`src/rtl/proc_pkg.sv`:
```
// proc_pkg: opcodes, instruction word fields and FSM encoding shared by the issue sequencer
package proc_pkg;
  localparam logic [7:0] OP_LOADI = 8'h00;
  localparam logic [7:0] OP_ADDI = 8'h01;
  localparam logic [7:0] OP_ADDR = 8'h02;
  localparam logic [7:0] OP_NOP = 8'hFF;
  localparam logic [31:0] NOP_WORD = 32'hFF00_0000;
  localparam int OP_LSB = 24;
  localparam int DST_LSB = 16;
  localparam int SRCA_LSB = 8;
  localparam int SRCB_LSB = 0;
  typedef enum logic [1:0] {S_IDLE, S_RUN, S_STALL} state_e;
endpackage

```
`src/rtl/proc_issue_seq_if.sv`:
```
// proc_issue_seq_if: producer handshake and issue bus of the sequencer
interface proc_issue_seq_if;
  logic [31:0] in_instr;
  logic in_valid;
  logic in_ready;
  logic [31:0] instr_out;
  logic issue_valid;
  modport master (output in_instr, in_valid, input in_ready, instr_out, issue_valid);
  modport slave (input in_instr, in_valid, output in_ready, instr_out, issue_valid);
endinterface

```
`src/rtl/sync_fifo.sv`:
```
// sync_fifo: power-of-two FIFO; pointers carry one extra bit to tell full from empty
module sync_fifo #(
  parameter int W = 32,
  parameter int DEPTH = 8
) (
  input  logic clk,
  input  logic rst_n,
  input  logic push,
  input  logic pop,
  input  logic [W-1:0] din,
  output logic [W-1:0] dout,
  output logic full,
  output logic empty
);
  localparam int AW = $clog2(DEPTH);
  logic [W-1:0] mem [DEPTH];
  logic [AW:0] wr_q, rd_q;
  logic do_push, do_pop;
  assign empty = wr_q == rd_q;
  assign full = (wr_q ^ rd_q) == {1'b1, {AW{1'b0}}};
  assign do_push = push & ~full;
  assign do_pop = pop & ~empty;
  assign dout = mem[rd_q[AW-1:0]];
  // Storage write; no bypass, so a pushed word reaches the head a cycle later
  always_ff @(posedge clk)
    if (do_push) mem[wr_q[AW-1:0]] <= din;
  // Pointers roll over naturally modulo 2*DEPTH
  always_ff @(posedge clk or negedge rst_n)
    if (!rst_n) begin
      wr_q <= '0;
      rd_q <= '0;
    end else begin
      wr_q <= wr_q + {{AW{1'b0}}, do_push};
      rd_q <= rd_q + {{AW{1'b0}}, do_pop};
    end
endmodule

```
`src/rtl/proc_issue_seq.sv`:
```
// proc_issue_seq: queues instruction words and issues them to proc, inserting bubbles on RAW hazards
module proc_issue_seq
  import proc_pkg::*;
#(
  parameter int DEPTH = 8,
  parameter int HAZARD_CYCLES = 2,
  parameter int CNT_W = 16
) (
  input  logic clk,
  input  logic rst_n,
  input  logic start,
  input  logic halt,
  proc_issue_seq_if.slave bus,
  output logic busy,
  output logic [CNT_W-1:0] issued_cnt,
  output logic [CNT_W-1:0] stall_cnt
);
  logic [31:0] head, instr_d, instr_q;
  logic full, empty, pop, valid_d, valid_q, haz, stall_inc, rd_a, rd_b;
  logic [7:0] op, src_a, src_b;
  state_e state_d, state_q;
  logic [HAZARD_CYCLES-1:0] trk_v_q;
  logic [7:0] trk_r_q [HAZARD_CYCLES];
  logic [CNT_W-1:0] iss_q, stl_q;

  sync_fifo #(.W(32), .DEPTH(DEPTH)) u_fifo (
    .clk(clk), .rst_n(rst_n), .push(bus.in_valid), .pop(pop), .din(bus.in_instr),
    .dout(head), .full(full), .empty(empty)
  );

  assign bus.in_ready = ~full;
  assign bus.instr_out = instr_q;
  assign bus.issue_valid = valid_q;
  assign busy = state_q != S_IDLE;
  assign issued_cnt = iss_q;
  assign stall_cnt = stl_q;
  assign op = head[OP_LSB +: 8];
  assign src_a = head[SRCA_LSB +: 8];
  assign src_b = head[SRCB_LSB +: 8];
  assign rd_a = (op == OP_ADDI) | (op == OP_ADDR);
  assign rd_b = op == OP_ADDR;

  // Head hazards when a register it reads matches any dest still in flight
  always_comb begin
    haz = 1'b0;
    for (int i = 0; i < HAZARD_CYCLES; i++)
      haz = haz | (trk_v_q[i] & ((rd_a & (trk_r_q[i] == src_a)) | (rd_b & (trk_r_q[i] == src_b))));
  end

  // Next state, issue word and pop decision; halt beats start and always yields a bubble
  always_comb begin
    state_d = state_q;
    instr_d = NOP_WORD;
    valid_d = 1'b0;
    pop = 1'b0;
    stall_inc = 1'b0;
    if (state_q == S_IDLE) state_d = (start & ~halt) ? S_RUN : S_IDLE;
    else if (halt) state_d = S_IDLE;
    else if (empty) state_d = S_RUN;
    else if (haz) begin
      state_d = S_STALL;
      stall_inc = 1'b1;
    end else begin
      state_d = S_RUN;
      pop = 1'b1;
      instr_d = head;
      valid_d = 1'b1;
    end
  end

  // Registered state, issue outputs and wrapping statistics
  always_ff @(posedge clk or negedge rst_n)
    if (!rst_n) begin
      state_q <= S_IDLE;
      instr_q <= NOP_WORD;
      valid_q <= 1'b0;
      iss_q <= '0;
      stl_q <= '0;
    end else begin
      state_q <= state_d;
      instr_q <= instr_d;
      valid_q <= valid_d;
      iss_q <= iss_q + {{(CNT_W-1){1'b0}}, pop};
      stl_q <= stl_q + {{(CNT_W-1){1'b0}}, stall_inc};
    end

  // In-flight tracker: newest dest enters slot 0 and ages out after HAZARD_CYCLES; NOPs never enter
  always_ff @(posedge clk or negedge rst_n)
    if (!rst_n) begin
      trk_v_q <= '0;
      for (int i = 0; i < HAZARD_CYCLES; i++) trk_r_q[i] <= '0;
    end else begin
      trk_v_q[0] <= pop & (op != OP_NOP);
      trk_r_q[0] <= head[DST_LSB +: 8];
      for (int i = 1; i < HAZARD_CYCLES; i++) begin
        trk_v_q[i] <= trk_v_q[i-1];
        trk_r_q[i] <= trk_r_q[i-1];
      end
    end
endmodule

```
`src/flat_wrapper.sv`:
```
// flat-port wrapper written by rule: the top's interface ports become plain ports
module proc_issue_seq_flat import proc_pkg::*;
#(
  parameter int DEPTH = 8,
  parameter int HAZARD_CYCLES = 2,
  parameter int CNT_W = 16
)
  (clk, rst_n, start, halt, busy, issued_cnt, stall_cnt, bus_in_instr, bus_in_valid, bus_in_ready, bus_instr_out, bus_issue_valid);
  proc_issue_seq_if bus_i ();
  input  logic clk;
  input  logic rst_n;
  input  logic start;
  input  logic halt;
  output logic busy;
  output logic [CNT_W-1:0] issued_cnt;
  output logic [CNT_W-1:0] stall_cnt;
  input wire logic [$bits(bus_i.in_instr)-1:0] bus_in_instr;
  input wire logic [$bits(bus_i.in_valid)-1:0] bus_in_valid;
  output wire logic [$bits(bus_i.in_ready)-1:0] bus_in_ready;
  output wire logic [$bits(bus_i.instr_out)-1:0] bus_instr_out;
  output wire logic [$bits(bus_i.issue_valid)-1:0] bus_issue_valid;
  assign bus_i.in_instr = bus_in_instr;
  assign bus_i.in_valid = bus_in_valid;
  assign bus_in_ready = bus_i.in_ready;
  assign bus_instr_out = bus_i.instr_out;
  assign bus_issue_valid = bus_i.issue_valid;
  proc_issue_seq #(.DEPTH(DEPTH), .HAZARD_CYCLES(HAZARD_CYCLES), .CNT_W(CNT_W)) u_core (.clk(clk), .rst_n(rst_n), .start(start), .halt(halt), .bus(bus_i), .busy(busy), .issued_cnt(issued_cnt), .stall_cnt(stall_cnt));
endmodule
```
`config.mk`:
```
export PLATFORM = sky130hd
export DESIGN_NAME = proc_issue_seq_flat
export DESIGN_NICKNAME = d
export VERILOG_FILES = /design/src/rtl/proc_pkg.sv /design/src/rtl/proc_issue_seq_if.sv /design/src/rtl/sync_fifo.sv /design/src/rtl/proc_issue_seq.sv /design/src/flat_wrapper.sv
export SDC_FILE = /design/constraint.sdc
export NUM_CORES = 1
export LEC_CHECK = 0
export BUFFER_PORTS_ARGS = -buffer_cell sky130_fd_sc_hd__buf_2
export CAP_MARGIN = 15
export CELL_PAD_IN_SITES_DETAIL_PLACEMENT = 0
export CELL_PAD_IN_SITES_GLOBAL_PLACEMENT = 1
export CORE_MARGIN = 10
export CORE_UTILIZATION = 40
export CTS_CLUSTER_SIZE = 40
export DETAILED_ROUTE_END_ITERATION = 8
export GPL_ROUTABILITY_DRIVEN = 0
export PLACE_DENSITY = 0.66
export SLEW_MARGIN = 20
export SYNTH_ARGS = -nofsm -noshare
export SYNTH_HDL_FRONTEND = slang
export SYNTH_SLANG_ARGS = --single-unit
```
`constraint.sdc`:
```
create_clock -name clk -period 10.19 [get_ports clk]
set_clock_uncertainty 0.1 [all_clocks]
set_input_delay 1.019 -clock clk [delete_from_list [all_inputs] [get_ports clk]]
set_output_delay 1.019 -clock clk [all_outputs]
set_load 0.02 [all_outputs]
```
## Word-level counts from Yosys, hierarchy flattened

Memory sizes are Yosys's and may differ from the RTL's.
Cells that the tools add are included.

- Register bits: 93
- Memory bits (writable): 256
- Input port bits: 37
- Output and inout bits: 67
- Logic and storage cells: 63
- Memories: 1

- Add/sub/neg operators: 4
- Equality and inequality tests: 9
- Muxes and demuxes: 19
- Bitwise operators: 18
- Reductions and logical operators: 2

Memory list:

| name | words | width | rd ports | clocked after memory_dff | write ports | line | source |
|---|---|---|---|---|---|---|---|
| u_core.u_fifo.mem | 8 | 32 | 1 | 0 | 1 | sync_fifo.sv:16 | `logic [W-1:0] mem [DEPTH];` |

Operator list:

| operator | count |
|---|---|
| two-way mux 32 bit | 4 |
| adder 16 x 1 -> 16 bit | 2 |
| == test 8 bit | 4 |
| two-way mux 1 bit | 11 |
| AND 1 bit | 10 |
| adder 4 x 1 -> 4 bit | 2 |
| == test 8 x 1 -> 1 bit (second input constant) | 1 |
| == test 8 x 2 -> 1 bit (second input constant) | 1 |
| two-way mux 2 bit | 4 |
| inequality test 8 bit (second input constant) | 1 |
| == test 4 bit | 1 |
| == test 4 bit (second input constant) | 1 |
| bitwise OR 1 bit | 4 |
| bitwise XOR 4 bit | 1 |
| NOT 1 bit | 3 |
| zero test 2 bit | 1 |
| nonzero test 2 bit | 1 |

## Longest topological paths before layout

Gate-level depths: netlist (run 1).
An unclocked memory read counts as a cell.

- Depth in word-level cells: 13
- Gate-level depth with buffers: 20
- Gate-level depth less buffers: 14

## Cells and area by module

From an unflattened synthesis (run 1), not the netlist that was laid out.

- Cell total of the unflattened synthesis: 714
- Area, all modules: 13,809.5 sq um

By module, submodules not included:

| module | times used | cells an instance | area each (sq um) | sequential area each (sq um) |
|---|---|---|---|---|
| sync_fifo | 1 | 415 | 10,102.2 | 7,887.6 |
| proc_issue_seq | 1 | 299 | 3,707.3 | 2,137.0 |

## Least setup slack after synthesis (run 1)

No wires, ideal clock.

- Kind: reg2reg
- Start: register u_core.u_fifo.rd_q[0]
- End: memory u_core.u_fifo.mem[0][0], enable pin
- Arrival time: 4.048 ns
- Setup slack: 5.581 ns
- Stages on the path, launching flop included: 12
- Clock period less this slack: 4.609 ns
- Cells stage by stage: dfrtp_1 > buf_4 > buf_8 > buf_8 > buf_8 > buf_4 > xor2_1 > nor3_1 > nand2_1 > and2_1 > nand2b_1 > nor3_1

- Longest elaborated chain between the ends: 6

Ends and longest elaborated chain:

| item | line | source |
|---|---|---|
| from (decl) | sync_fifo.sv:17 | `logic [AW:0] wr_q, rd_q;` |
| from (signal assigned) | sync_fifo.sv:34 | `rd_q <= rd_q + {{AW{1'b0}}, do_pop};` |
| bitwise XOR 4 bit | sync_fifo.sv:20 | `assign full = (wr_q ^ rd_q) == {1'b1, {AW{1'b0}}};` |
| == test 4 bit | sync_fifo.sv:20 |  |
| NOT 1 bit | n/a |  |
| via bus_in_ready | flat_wrapper.sv:19 | `output wire logic [$bits(bus_i.in_ready)-1:0] bus_in_ready;` |
| AND 1 bit | sync_fifo.sv:21 | `assign do_push = push & ~full;` |
| two-way mux 1 bit | sync_fifo.sv:26 | `if (do_push) mem[wr_q[AW-1:0]] <= din;` |
| two-way mux 1 bit (implied by the code) | sync_fifo.sv:26 |  |
| to (decl) | sync_fifo.sv:16 |  |

The timed path passes the listed nets, and every way through them passes these cells.

## Final worst setup path (run 1)

- Start: register u_core.u_fifo.rd_q[0]
- End: register u_core.stl_q[12], in the netlist u_core.stall_cnt[12]

- Longest elaborated chain between the ends: 12
- Elaborated cells between the ends (all ways): 23
- Those cells by class: add/sub (1); eq/ne (7); mux (4); bitwise (10); memory (1)

Ends and longest elaborated chain:

| item | line | source |
|---|---|---|
| memory read (8 x 32 bit) | n/a |  |
| == test 8 x 1 -> 1 bit or == test 8 x 2 -> 1 bit (tied branches) | proc_issue_seq.sv:40, proc_issue_seq.sv:41 |  |
| bitwise OR 1 bit | proc_issue_seq.sv:40 | `assign rd_a = (op == OP_ADDI) \| (op == OP_ADDR);` |
| AND 1 bit | proc_issue_seq.sv:47 | `haz = haz \| (trk_v_q[i] & ((rd_a & (trk_r_q[i] == src_a)) \| (rd_b & (trk_r_q[i] == src_b))));` |
| bitwise OR 1 bit | proc_issue_seq.sv:47 |  |
| AND 1 bit | proc_issue_seq.sv:47 |  |
| bitwise OR 1 bit | proc_issue_seq.sv:47 |  |
| two-way mux 1 bit | proc_issue_seq.sv:60 | `else if (haz) begin` |
| two-way mux 1 bit (*) | proc_issue_seq.sv:59 | `else if (empty) state_d = S_RUN;` |
| two-way mux 1 bit (*) | proc_issue_seq.sv:58 | `else if (halt) state_d = S_IDLE;` |
| two-way mux 1 bit (*) | proc_issue_seq.sv:57 | `if (state_q == S_IDLE) state_d = (start & ~halt) ? S_RUN : S_IDLE;` |
| via u_core.stall_inc | proc_issue_seq.sv:19 | `logic full, empty, pop, valid_d, valid_q, haz, stall_inc, rd_a, rd_b;` |
| adder 16 x 1 -> 16 bit (*) | proc_issue_seq.sv:84 | `stl_q <= stl_q + {{(CNT_W-1){1'b0}}, stall_inc};` |
| to (signal assigned) | proc_issue_seq.sv:84 |  |
| to (decl) | proc_issue_seq.sv:24 | `logic [CNT_W-1:0] iss_q, stl_q;` |

Mark *: on every way through the listed nets, which the timed path passes. The rest lies on a longest branch.

==> impl.org, run 1 <==
** Final layout
- The final layout contains 996 nets.
- Final-layout fill cell count :: a little under 3k
- Cells fill between 40% and 50% of the core in the end.
- Signed area change from the synthesized netlist to the final layout :: 15.9%
- Sequential standard cell area :: approximately 10000 sq um
- Multi-input gate area :: ~3700 sq um
- Share of post-route cells with drive strength above 1 :: between 20% and 30%

** Synthesis
- After synthesis, the share of flip-flops with an asynchronous set or reset is a little over a quarter.
- After synthesis, the largest family of logic cells by area is multiplexers.
- Number of flip-flops and latches in the synthesized netlist :: roughly 350
- Post-synthesis cell count :: between 800 and 900
- Summing the areas of all compound-gate instances in the mapped netlist gives between 4 and 5% of the synthesized area.
- Proportion of netlist area held by the largest area contributor :: between 50% and 60%
- Counting flops with a built-in enable in the synthesized netlist gives between 200 and 300.
- For this run, the number of Yosys warnings is 0.
- In the synthesized netlist the dominant register cell turns out to be sky130_fd_sc_hd__edfxtp_1.
- In the synthesized netlist, mux cells make up about 11% of the area.
- Ranked by total cell area, the synthesized netlist is headed by sky130_fd_sc_hd__edfxtp_1 55%, sky130_fd_sc_hd__dfrtp_1 15%, sky130_fd_sc_hd__mux4_2 4.4%, sky130_fd_sc_hd__mux2i_1 2.9%, sky130_fd_sc_hd__mux4_1 2.1%.
- After synthesis, the netlist uses 66 different library cells.
- When the netlist entered floorplanning its net count stood at slightly below 900.
- Of the total synthesized cell area, the portion taken by AND, OR, NAND and NOR gates is about 7.4%.
- The mapped netlist covers around 14000 sq um.
- Sequential-to-total area share from yosys stat :: between 70% and 80%
- Most area-hungry cell type in the Yosys netlist :: sky130_fd_sc_hd__edfxtp_1
- After Yosys synthesis, full adders, half adders and majority gates account for less than 1% of the synthesized area.
- Xor/xnor cell area share of the yosys netlist :: under 10%
- A synthesized cell averages 17.0 sq um.

** Global route
- Entering global routing, the biggest net connects 58 pins.
- Antenna violations before repair :: 3
- Wire length of the first global-routing pass :: 47500 um
- Across every metal layer, demand over resource in global routing totals about 15%.
- Overflow left after global routing :: 0
- The via count of the first global-routing pass is 7712.

** Timing
- Worst-case headroom to the max-slew limit :: a little under two fifths
- Count of endpoints failing hold in the final timing report :: 0
- Setup repair after global routing left no endpoint under its margin.
- Max Fclk :: 0.175 GHz
- Setup violations remaining at the end of the flow were counted as 0.
- Adding up every negative setup slack in the final design gives 0 ps.
- Actual transition at the worst max-transition pin :: about 940 ps
- Worst-case setup margin in the final layout :: 4470 ps
- Post-route clock period utilization :: between 50% and 60%
- Max-slew violations :: 0
- For the finished layout, the period the worst path requires is 5720 ps.

** Drt
- Vias after detailed routing :: approximately 7.4k
- Drt initial violations :: roughly 480
- The final layout contains routed wiring with a total length of roughly 32000 um.
- In the final routed layout, each cell accounts on average for about 22 um.
- In the routed design, unresolved DRC markers number 0.
- The pre-antenna-repair detailed-routing pass consisted of 5 iterations.
- Routed via count divided by cell count :: ~5.2
- Antenna violation net count after detailed routing :: 0

** Hold path
- Worst hold path type :: flop to flop
- Number of instances on the worst hold path :: 0

** Die
- Die height :: approximately 210 um
- The die covers roughly 43000 sq um.
- X dimension of the die :: approximately 210 um
- The region available for standard cell placement spans roughly 34000 sq um.
- Number of primary I/O pins :: approximately 100
- Initial Util :: between 40% and 50%
- Row generation in the floorplan step produced 68 rows.

** Pwr
- Total power divided by cell area :: approximately 290 nW/um^2
- Net switching is between 30% and 40% of the power.
- In this run the static leakage power is 6.11 nW.
- Cell-internal power :: roughly 0.0031 W
- Maximum resistive drop on vdd :: around 0.12 mV
- Part of the power in combinational logic :: between 20 and 30%
- The share of total power dissipated in the clock network is 28.7%.
- Summed over all nets, the switching power comes to between 0.0015 and 0.002 W.
- Registers are responsible for between 40% and 50% of the overall power.

** Critical path
- Worst path required time :: around 11000 ps
- The slowest stage of the critical path belongs to the cell sky130_fd_sc_hd__dfrtp_4.
- The signal on the critical path passes through buf_4, mux2_2, o22ai_1, nor3_1, or4b_2, nor4_1, o211ai_1, o21a_1, nor2_1, ha_1, ha_1, nand3_1, or2_2, nor2_1, xor2_1.
- Data on the critical path arrives at its endpoint at around 6000 ps.
- Together, buffers and inverters on the worst path number 1.
- The critical path is of the flop to flop type.
- The worst setup path is launched from a flop.
- For this run, the slowest stage of the critical path takes about 950 ps.
- The number of cells on the worst reg-to-reg path is 15.
- Worst path depth :: 15
- STA classifies the critical path endpoint as a flop.
- Along the worst path, the maximum fanout reaches 50.
- The cell family contributing the most delay on the critical path is simple AND/OR/NAND/NOR gates.

** Clock network
- Clock sink total :: between 300 and 400
- Source-to-sink clock delay at the later pin of the worst-skew pair :: around 520 ps
- CTS root buffer :: sky130_fd_sc_hd__clkbuf_16
- Clock-pin slew on the worst setup and hold paths :: about 60 ps
- Post-CTS timing repair inserted 0 buffers for setup.
- TritonCTS built the clock tree.
- The clock passes through at most 3 buffers.
- Post-CTS repair changed the size of 0 cells.
- CTS built an H-tree with a depth of 2.
- After clock tree synthesis, the flow added hold-fix buffers numbering 0.
- Number of buffers inserted during clock tree synthesis :: 37

** Status
- Status :: completed

** Placed design
- Setup Slack @ Placement :: 4530 ps
- Port buffering added between 100 and 150 buffers.
- After legalization and detailed placement, the total HPWL measured ~20000 um.

** Flow run
- Maximum Capacitance Violations :: 0
==> power groups by stage <==
stage	Sequential (W)	Clock, W	Combinational, W
final	0.00195	0.00133	0.00136
after global routing	0.00198	0.00142	0.00149
after global placement	0.00198	0	0.00137
after CTS	0.00196	0.00136	0.00138
after detailed placement	0.00199	0	0.00137
after floorplan	0.00194	0	0.00102
==> flip-flops by register name, indices dropped and copies added, names as in the netlist <==
signal and cells:
u_core.u_fifo.mem 256, u_core.bus.instr_out 32, u_core.issued_cnt 16, u_core.stall_cnt 16, u_core.trk_r_q 16, u_core.u_fifo.rd_q 4, u_core.u_fifo.wr_q 4, u_core.state_q 2
u_core.trk_v_q 2, u_core.bus.issue_valid 1
==> layer usage <==
metal  GRT usage [%]  share of wire (%)  vias up
met5               0                  0        -
met1            19.7                 45     3770
met3            3.17                5.6       40
li1                -                  -     3466
met4            3.44                1.7        0
met2            23.9                 48      166
==> worst reg2reg max path, cell delays in order, from the launching register on <==
cell,delay (ps)
sky130_fd_sc_hd__dfrtp_4,950
sky130_fd_sc_hd__buf_4,720
sky130_fd_sc_hd__mux2_2,460
sky130_fd_sc_hd__o22ai_1,370
sky130_fd_sc_hd__nor3_1,90
sky130_fd_sc_hd__or4b_2,640
sky130_fd_sc_hd__nor4_1,260
sky130_fd_sc_hd__o211ai_1,190
sky130_fd_sc_hd__o21a_1,280
sky130_fd_sc_hd__nor2_1,300
sky130_fd_sc_hd__ha_1,260
sky130_fd_sc_hd__ha_1,220
sky130_fd_sc_hd__nand3_1,150
sky130_fd_sc_hd__or2_2,340
sky130_fd_sc_hd__nor2_1,120
sky130_fd_sc_hd__xor2_1,170
==> placed cells by master, fill, tap and decap left out, types with 24 or more instances in the layout <==
| cell type | Yosys | routed |
|---|---|---|
| sky130_fd_sc_hd__buf_2 | 2 | 102 |
| sky130_fd_sc_hd__clkbuf_16 | 0 | 38 |
| sky130_fd_sc_hd__dfrtp_1 | 85 | 83 |
| sky130_fd_sc_hd__edfxtp_1 | 256 | 256 |
| sky130_fd_sc_hd__mux2i_1 | 41 | 41 |
| sky130_fd_sc_hd__mux4_2 | 27 | 27 |
| sky130_fd_sc_hd__nand2_1 | 51 | 51 |
| sky130_fd_sc_hd__nor2_1 | 32 | 26 |
| sky130_fd_sc_hd__nor3_1 | 30 | 28 |
| sky130_fd_sc_hd__xnor2_1 | 24 | 24 |
==> cell usage after synthesis, types with 2 or more instances <==
library cell / n
sky130_fd_sc_hd__ha_1: 8
sky130_fd_sc_hd__or2_1: 2
sky130_fd_sc_hd__a22o_1: 13
sky130_fd_sc_hd__nand3_1: 17
sky130_fd_sc_hd__a21oi_1: 13
sky130_fd_sc_hd__buf_4: 5
sky130_fd_sc_hd__and3_1: 9
sky130_fd_sc_hd__or2_2: 4
sky130_fd_sc_hd__mux4_1: 11
sky130_fd_sc_hd__buf_8: 4
sky130_fd_sc_hd__nand2b_1: 9
sky130_fd_sc_hd__nand4_1: 8
sky130_fd_sc_hd__dfstp_2: 8
sky130_fd_sc_hd__nand4b_1: 6
sky130_fd_sc_hd__o22ai_1: 11
sky130_fd_sc_hd__mux2_2: 20
sky130_fd_sc_hd__buf_6: 3
sky130_fd_sc_hd__a21oi_2: 2
sky130_fd_sc_hd__edfxtp_1: 256
sky130_fd_sc_hd__nor2_1: 32
sky130_fd_sc_hd__mux4_2: 27
sky130_fd_sc_hd__nor3_1: 30
sky130_fd_sc_hd__buf_2: 2
sky130_fd_sc_hd__a22oi_1: 7
sky130_fd_sc_hd__o21ai_0: 22
sky130_fd_sc_hd__nor2b_1: 2
sky130_fd_sc_hd__mux2i_1: 41
sky130_fd_sc_hd__or3_1: 11
sky130_fd_sc_hd__xnor2_1: 24
sky130_fd_sc_hd__and2_1: 4
sky130_fd_sc_hd__nor4_1: 5
sky130_fd_sc_hd__clkbuf_1: 6
sky130_fd_sc_hd__and2_2: 2
sky130_fd_sc_hd__clkbuf_8: 5
sky130_fd_sc_hd__xor2_1: 21
sky130_fd_sc_hd__buf_1: 2
sky130_fd_sc_hd__inv_1: 6
sky130_fd_sc_hd__o2111ai_1: 2
sky130_fd_sc_hd__nand2_1: 51
sky130_fd_sc_hd__dfrtp_1: 85
==> final timing paths <==
| kind | start | to | slack, ps |
|---|---|---|---|
| min in group asynchronous | rst_n | u_core.stall_cnt[1] | 370 |
| max in group asynchronous | rst_n | u_core.u_fifo.rd_q[0] | 8370 |
| hold reg to reg | u_core.trk_v_q[0] | u_core.trk_v_q[1] | 330 |
| setup reg to reg | u_core.u_fifo.rd_q[0] | u_core.stall_cnt[12] | 4470 |
| setup / recovery | u_core.u_fifo.rd_q[0] | u_core.stall_cnt[12] | 4470 |
| hold / removal | u_core.trk_v_q[0] | u_core.trk_v_q[1] | 330 |
==> cell type report <==
class / count / share of cell area, %
clock inverters: 20 / 1.35
well taps: 455 / 3.52
inverters: 7 / 0.162
clock buffers: 45 / 6.16
flip-flops and latches: 349 / 62.0
repair buffers: 118 / 3.90
multi-input cells: 438 / 22.9
diodes: 2 / 0.0309
==> kinds of logic after synthesis <==
| kind of cell | count (synthesis) |
|---|---|
| simple gates | 201 |
| xor+xnor | 45 |
| flops | 349 |
| compound gates | 84 |
| buf+inv | 35 |
| fa+ha+maj | 8 |
| mux | 100 |
==> stage by stage <==
stage | area, sq um | total power (W) | hold slack, ps | instances
after global routing | 16200 | 0.00489 | 345 | 1433
after CTS | 16200 | 0.00470 | 338 | 1432
after floorplan | 14000 | 0.00296 | 254 | 822
final | 16200 | 0.00464 | 331 | 1434
after detailed placement | 15000 | 0.00336 | 322 | 1367
after global placement | 15000 | 0.00335 | 330 | 1367
Note: power is estimated with default switching activity, not from simulation.
==> run 2: changes to the inputs <==
--- a/config.mk
+++ b/config.mk
@@ -14,7 +14,7 @@
 export CTS_CLUSTER_SIZE = 40
 export DETAILED_ROUTE_END_ITERATION = 8
 export GPL_ROUTABILITY_DRIVEN = 0
-export PLACE_DENSITY = 0.66
+export PLACE_DENSITY = 0.69
 export SLEW_MARGIN = 20
 export SYNTH_ARGS = -nofsm -noshare
 export SYNTH_HDL_FRONTEND = slang
==> constraint.sdc (replaced) <==
create_clock -name clk -period 4.9 [get_ports clk]
set_clock_uncertainty 0.1 [all_clocks]
set_input_delay 0.49 -clock clk [delete_from_list [all_inputs] [get_ports clk]]
set_output_delay 0.49 -clock clk [all_outputs]
set_load 0.02 [all_outputs]
==> run 2 against run 1 <==
The run now ends with negative hold slack left. Worst setup slack got worse by 4100 ps. Sequential share of layout area shrank 0.58 points. Cell count increased by 1.5%. Utilization grew 0.44 points. Non-clock buffer count up 17. Critical path depth is 1 lower. Register-to-register slack lost 4100 ps. Power grew 110%. Clock-buffer cell count rose by 5. Routed wire length increased by 1.8%. Largest power group unchanged. Highest routed layer is now met5.
==> impl.org, run 2 (synthesized netlist as in run 1, its figures left out) <==
** Drt
- The number of nets with antenna violations after detailed routing is 0 (unchanged).
- The count of TritonRoute iterations in the first routing pass is 5 (unchanged).
- Average detailed-routed wire length per instance :: 22.0 um (+0.32%)
- The via density per instance is 5.24 (+0.87%).
- The routed wire length is 32100 um (+1.8%).
- The count of unresolved DRC violations after routing is 0 (unchanged).
- Drt initial violations :: 480 (-0.62%)
- The total number of vias was 7617 (+2.4%).

** Clock network
- Number of buffers inserted during clock tree synthesis :: 37 (unchanged)
- CTS root buffer :: sky130_fd_sc_hd__clkbuf_16
- The worst-case clock buffer depth came to 3 (unchanged).
- TritonCTS clock tree :: done
- The clock latency on the worst-skew pair is 520 ps (about the same).
- The clock-pin slew on the worst setup and hold paths was 60 ps (about the same).
- The total of hold buffers inserted after clock tree synthesis was 0 (unchanged).
- The clock net sink count came to 349 (unchanged).
- The number of levels the H-tree was split into is 2 (unchanged).

** Critical path
- Sort of element at the end of the critical path :: flop
- The endpoint identified for the worst register-to-register timing path is u_core.stall_cnt[14].
- Worst setup startpoint :: u_core.u_fifo.rd_q[1]
- The worst path required time is 5230 ps (-5280 ps).
- Setup CP Type :: flop to flop
- Setup slack on the worst flop-to-flop path :: 370 ps (-4100 ps)
- The worst-case reg-to-reg path depth came to 14 (-1).
- Following the worst setup path forward leads to its endpoint at u_core.stall_cnt[14].
- The worst setup path is launched from a flop.
- The data arrival time of the worst path was 4860 ps (-1170 ps).
- The startpoint identified for the worst register-to-register timing path is u_core.u_fifo.rd_q[1].
- The highest net fanout along the worst path is 16 (-68%).

** Pwr
- Static leakage power :: 6.22 nW (+1.9%)
- The power per cell area is 596 nW/um^2 (+110%).
- The worst vdd rail ir drop came to 0.243 mV (+100%).

** Placed design
- Estimated wirelength of the detail-placed design :: 20500 um (+2.3%)
- The worst setup slack before clock tree synthesis came to 50.4 ps (-4480 ps).
- Count of input and output buffers :: 103 (unchanged)

** Timing
- The transition time of the tightest slew-check pin came to 818 ps (-125 ps).
- Max-slew violations :: 0 (unchanged)
- Count of endpoints failing hold in the final timing report :: 33 (+33)
- The minimum clock period after layout came to 4530 ps (-1190 ps).
- The worst setup slack after layout was 369 ps (-4100 ps).
- RSZ-0062 raised after global routing :: no
- Minimum hold slack :: -29.7 ps (-361 ps)
- Max Fclk :: 0.221 GHz (+26%)
- Sum of negative setup slack :: 0 ps (unchanged)
- Number of endpoints failing setup at the final stage :: 0 (unchanged)
- Post-route clock period utilization :: 92.5% (+36 points)
- Worst-case headroom to the max-slew limit :: 45.5% (+8.5 points)

** Global route
- The largest net degree at the start of global routing is 56 (-3.4%).
- The via count of the first global-routing pass is 7686 (-0.34%).
- The global-route wire length before repair was 48200 um (+1.5%).
- The initial antenna violation count is 4 (+1).
- Overflow left after global routing :: 0 (unchanged)
- Total track usage :: 15.0% (+0.35 points)

** Status
- Failing checks :: negative hold slack
- The flow ran to the end, but the final reports show violations.

** Die
- X dimension of the die :: 207 um (unchanged)
- Number of primary I/O pins :: 104 (unchanged)
- The height of the die is 207 um (unchanged).
- The area of the die came to 42800 sq um (unchanged).
- Std cell rows :: 68 (unchanged)
- Floorplan core area :: 34500 sq um (unchanged)
- The starting density of the core was 40.5% (unchanged).

** Final layout
- From synthesis to final layout, the design area changed by 17.0%.
- The fraction of final layout cells with drive strength greater than 1 was 27.2% (+0.88 points).
- The flip-flop count of the largest register after layout is 256 (unchanged).
- Leaving out fill and tap cells, the most frequent cell in the layout is sky130_fd_sc_hd__edfxtp_1.
- Net count, final :: 1013 (+1.7%)
- The number of filler instances in the final layout was 2938 (-0.84%).
- Commonest non-fill, non-tap cells in the layout :: 256 x sky130_fd_sc_hd__edfxtp_1, 102 x sky130_fd_sc_hd__buf_2, 83 x sky130_fd_sc_hd__dfrtp_1

** Hold path
- Worst hold path type :: primary input to asynchronous set/reset pin

** Flow run
- Maximum Capacitance Violations :: 0 (unchanged)
==> run 2: cell types whose count changed in the layout (fill, tap and decap cells not counted), sizes merged <==
cell      previous run  this run
clkinv              12        14
clkinvlp             3         2
clkbuf              45        50
diode                2         3
bufinv               4         1
buf                118       135
==> run 2: stage by stage <==
step / total power (W) / utilization, % / instance area, sq um / cells
2_1_floorplan: 0.00615 / - / 14000 / 822
3_3_place_gp: 0.00713 / 43.9 / 15100 / 1383
3_5_place_dp: 0.00714 / 43.9 / 15100 / 1383
4_1_cts: 0.00983 / 47.3 / 16300 / 1451
5_1_grt: 0.0103 / 47.4 / 16300 / 1452
6_report: 0.00973 / 47.4 / 16300 / 1455
==> run 2: worst min path at each step <==
| stage | slack [ps] | startpoint | endpoint |
|---|---|---|---|
| 2_1_floorplan | 90 | rst_n | u_core.bus.instr_out[0] |
| 3_3_place_gp | 280 | u_core.trk_v_q[0] | u_core.trk_v_q[1] |
| 3_5_place_dp | 270 | u_core.trk_v_q[0] | u_core.trk_v_q[1] |
| 4_1_cts | 5 | rst_n | u_core.bus.instr_out[7] |
| 5_1_grt | 20 | rst_n | u_core.bus.instr_out[7] |
| 6_report | -30 | rst_n | u_core.bus.instr_out[11] |
==> run 2: power breakdown <==
group	internal (W)	leakage, nW	switching [W]
clock network	0.00157	0.573	0.00108
registers	0.00371	3.51	0.000311
logic	0.00126	2.13	0.00180
total	0.00654	6.22	0.00319
==> run 2: cell type report <==
class | instances | area, sq um | share of cell area [%]
antenna | 3 | 7.51 | 0.0460
tap | 455 | 569 | 3.49
inverter | 7 | 26.3 | 0.161
clock inverter | 18 | 114 | 0.697
clock buffer | 50 | 1060 | 6.47
sequential | 349 | 10000 | 61.4
multi-input combinational | 438 | 3710 | 22.7
timing repair buffer | 135 | 816 | 4.99
==> run 2: timing repair <==
item,CTS,global route
setup buffers,0,1
gates resized for setup,0,2
endpoints found under the setup margin,0,6
==> run 2: per-layer routing <==
metal / up-vias / share of wire (%) / track usage, %
met5: - / 0.084 / 0
met4: 4 / 1.4 / 3.67
met3: 41 / 7.0 / 3.21
met2: 227 / 47 / 23.6
met1: 3844 / 44 / 20.9
li1: 3501 / - / -
==> run 2: worst max-delay path, cell delays in order (launching register included) <==
cell and delay (ps):
sky130_fd_sc_hd__dfrtp_2 630, sky130_fd_sc_hd__nand2_1 410, sky130_fd_sc_hd__o22ai_1 290, sky130_fd_sc_hd__nor3_1 80, sky130_fd_sc_hd__or4b_2 670, sky130_fd_sc_hd__nor4_1 330, sky130_fd_sc_hd__o211ai_1 220, sky130_fd_sc_hd__o21a_1 270
sky130_fd_sc_hd__nor2_1 250, sky130_fd_sc_hd__ha_1 230, sky130_fd_sc_hd__ha_1 210, sky130_fd_sc_hd__nand3_1 140, sky130_fd_sc_hd__or2_2 330, sky130_fd_sc_hd__nor2_1 120, sky130_fd_sc_hd__xor2_1 150
==> run 3: changes to the inputs <==
--- a/config.mk
+++ b/config.mk
@@ -14,7 +14,7 @@
 export CTS_CLUSTER_SIZE = 40
 export DETAILED_ROUTE_END_ITERATION = 8
 export GPL_ROUTABILITY_DRIVEN = 0
-export PLACE_DENSITY = 0.69
+export PLACE_DENSITY_LB_ADDON = 0.1
 export SLEW_MARGIN = 20
 export SYNTH_ARGS = -nofsm -noshare
 export SYNTH_HDL_FRONTEND = slang
==> run 3 against run 2 <==
The run now ends clean. Non-clock buffer count shrank 1. Fmax is 1.5% lower. Sequential power about the same. Critical path type unchanged. Critical endpoint unchanged. Largest power group unchanged.
==> impl.org, run 3 (synthesized netlist as in run 1, its figures left out) <==
** Critical path
- The worst setup path is captured at a flop.
- The worst setup path is of the flop to flop kind.
- The worst register-to-register path ends at u_core.stall_cnt[14].
- The worst setup path is launched from a flop.
- The worst path required time came to 5240 ps (about the same).
- The worst-case reg-to-reg path depth is 15 (+1).
- Worst setup startpoint :: u_core.u_fifo.rd_q[0]
- Capture point of the worst path :: u_core.stall_cnt[14]
- Setup slack on the worst flop-to-flop path :: 300 ps (-70 ps)
- The data arrival time of the worst path was 4940 ps (+80 ps).
- Max FO, Critical Path :: 19 (+3)
- In this run the critical register-to-register path is launched from u_core.u_fifo.rd_q[0].

** Timing
- Max-slew violations :: 0 (unchanged)
- The minimum clock period after layout is 4600 ps (+67.0 ps).
- Worst-case setup margin in the final layout :: 302 ps (-67.0 ps)
- Actual transition at the worst max-transition pin :: 797 ps (-21.0 ps)
- The number of endpoints with negative hold slack in the final report is 0 (-100%).
- Max Fclk :: 0.217 GHz (-1.5%)
- RSZ-0062 raised after global routing :: no
- The final-report setup violation count was 0 (unchanged).
- The share of the cycle needed by the critical path after routing was 93.8% (+1.4 points).
- The headroom to the max-slew limit was 46.9% (+1.4 points).

** Die
- The width of the die is 207 um (unchanged).
- The starting density of the core was 40.5% (unchanged).
- Floorplan core area :: 34500 sq um (unchanged)
- Floorplan die area :: 42800 sq um (unchanged)
- The height of the die is 207 um (unchanged).
- The placement row count is 68 (unchanged).
- Number of primary I/O pins :: 104 (unchanged)

** Clock network
- The number of levels the H-tree was split into was 2 (unchanged).
- Clock sink total :: 349 (unchanged)
- Source-to-sink clock delay at the later pin of the worst-skew pair :: 520 ps (about the same)
- CTS root buffer :: sky130_fd_sc_hd__clkbuf_16
- The worst-case clock buffer depth is 3 (unchanged).
- TritonCTS built the clock tree.
- Clock-pin slew on the worst setup and hold paths :: 60 ps (about the same)
- The number of buffers created by CTS is 38 (+2.7%).

** Hold path
- The startpoint identified for the worst hold timing path is halt.
- Worst hold path type :: primary input to flop

** Global route
- Total track usage :: 16.2% (+1.2 points)
- Maximum number of pins on one net before global-route repair :: 59 (+5.4%)
- Wire length of the first global-routing pass :: 51500 um (+6.9%)
- The final global-route overflow total was 0 (unchanged).
- The via count of the first global-routing pass was 8108 (+5.5%).
- The initial antenna violation count came to 3 (-1).

** Final layout
- Final-layout fill cell count :: 2980 (+1.4%)
- Commonest non-fill, non-tap cells in the layout :: 256 x sky130_fd_sc_hd__edfxtp_1, 102 x sky130_fd_sc_hd__buf_2, 83 x sky130_fd_sc_hd__dfrtp_1
- Max FFs per register :: 256 (unchanged)
- The fraction of final layout cells with drive strength greater than 1 came to 27.2% (-0.027 points).
- Count of placed standard cells in the final layout, fillers left out :: 1454 (-0.069%)
- The number of nets in the layout was 1013 (unchanged).
- Relative to the synthesized area, the layout overhead comes to 17.6%.
- Most common library cell in the layout ignoring fill and taps :: sky130_fd_sc_hd__edfxtp_1

** Drt
- Average detailed-routed wire length per instance :: 23.7 um (+7.5%)
- The count of unresolved DRC violations after routing is 0 (unchanged).
- Total detailed-routing wirelength :: 34400 um (+7.4%)
- The count of TritonRoute iterations in the first routing pass came to 5 (unchanged).
- Vias after detailed routing :: 7755 (+1.8%)
- Signal routing reaches up to met5.
- The initial DRC count is 404 (-16%).
- Routed length on met3 :: 1850 um (-17%)
- The number of nets with antenna violations after detailed routing came to 0 (unchanged).
- The via density per instance was 5.33 (+1.9%).
- The detailed-routed wire length on met2 is 16900 um (+12%).
- Met1 Wirelength :: 15000 um (+5.6%)

** Pwr
- The worst vdd rail ir drop was 0.281 mV (+16%).
- The leakage power of the design came to 6.24 nW (+0.26%).
- The power per cell area came to 612 nW/um^2 (+2.7%).

** Placed design
- Setup Slack @ Placement :: -11.2 ps (-61.7 ps)
- Estimated wirelength of the detail-placed design :: 21800 um (+6.4%)
- Placed cell count :: 1381 (-0.14%)
- Count of input and output buffers :: 103 (unchanged)

** Flow run
- The max-capacitance violation count was 0 (unchanged).

** Status
- The flow ran to the end, and the final reports show no timing, DRC or antenna violations.
[run 3: power breakdown]
part / total [W] / internal (W) / switching, W
logic: 0.00307 / 0.00124 / 0.00184
registers: 0.00403 / 0.00372 / 0.000309
clock network: 0.00294 / 0.00182 / 0.00113
total: 0.0100 / 0.00677 / 0.00327
[run 3: cell type report]
| class | count | area, sq um | area share (%) |
|---|---|---|---|
| clock buffers | 50 | 1080 | 6.58 |
| well taps | 455 | 569 | 3.47 |
| repair buffers | 134 | 778 | 4.74 |
| flip-flops and latches | 349 | 10000 | 61.1 |
| clock inverters | 20 | 229 | 1.39 |
| multi-input cells | 438 | 3700 | 22.6 |
| inverters | 7 | 26.3 | 0.160 |
| diodes | 1 | 2.50 | 0.0152 |
[run 3: worst max-delay path: stages (launching register included)]
cell,delay (ps)
sky130_fd_sc_hd__dfrtp_4,660
sky130_fd_sc_hd__buf_4,360
sky130_fd_sc_hd__mux2_2,380
sky130_fd_sc_hd__o22ai_1,330
sky130_fd_sc_hd__nor3_1,90
sky130_fd_sc_hd__nand4b_1,230
sky130_fd_sc_hd__nor4_1,440
sky130_fd_sc_hd__a21oi_1,150
sky130_fd_sc_hd__o21a_1,230
sky130_fd_sc_hd__nor2_1,270
sky130_fd_sc_hd__ha_1,260
sky130_fd_sc_hd__ha_1,220
sky130_fd_sc_hd__nand3_1,160
sky130_fd_sc_hd__or2_2,350
sky130_fd_sc_hd__nor2_1,130
sky130_fd_sc_hd__xor2_1,160
[run 3: layer usage]
metal	track usage (%)	vias to the layer above
met5	0	-
li1	-	3491
met2	26.8	212
met4	4.04	4
met1	21.7	3997
met3	2.93	51
[run 3: how the worst min path moves through the flow]
stage	endpoint	slack, ps	depth (start not counted)
global placement	u_core.trk_v_q[1]	280	0
CTS	u_core.state_q[0]	20	2
detailed placement	u_core.trk_v_q[1]	290	0
floorplan	u_core.bus.instr_out[0]	90	0
finish	u_core.state_q[0]	40	2
global route	u_core.state_q[0]	30	2
[run 3: metrics by stage]
step | hold WS (ps) | setup TNS, ps | util, % | total power (W) | instance area [sq um]
after floorplan | 94.4 | 0 | - | 0.00615 | 14000
after global placement | 280 | 0 | 43.8 | 0.00712 | 15100
after detailed placement | 290 | -11.2 | 43.8 | 0.00715 | 15100
after CTS | 19.3 | 0 | 47.6 | 0.0102 | 16400
after global routing | 30.9 | 0 | 47.6 | 0.0106 | 16400
final | 38.7 | 0 | 47.7 | 0.0100 | 16400
[run 3: timing repair]
item                                    4_1_cts  5_1_grt
resized for setup                             0        1
endpoints found under the setup margin        1        2
hold endpoints to repair                     35        0
setup buffers                                 1        0
hold buffers                                  1        0
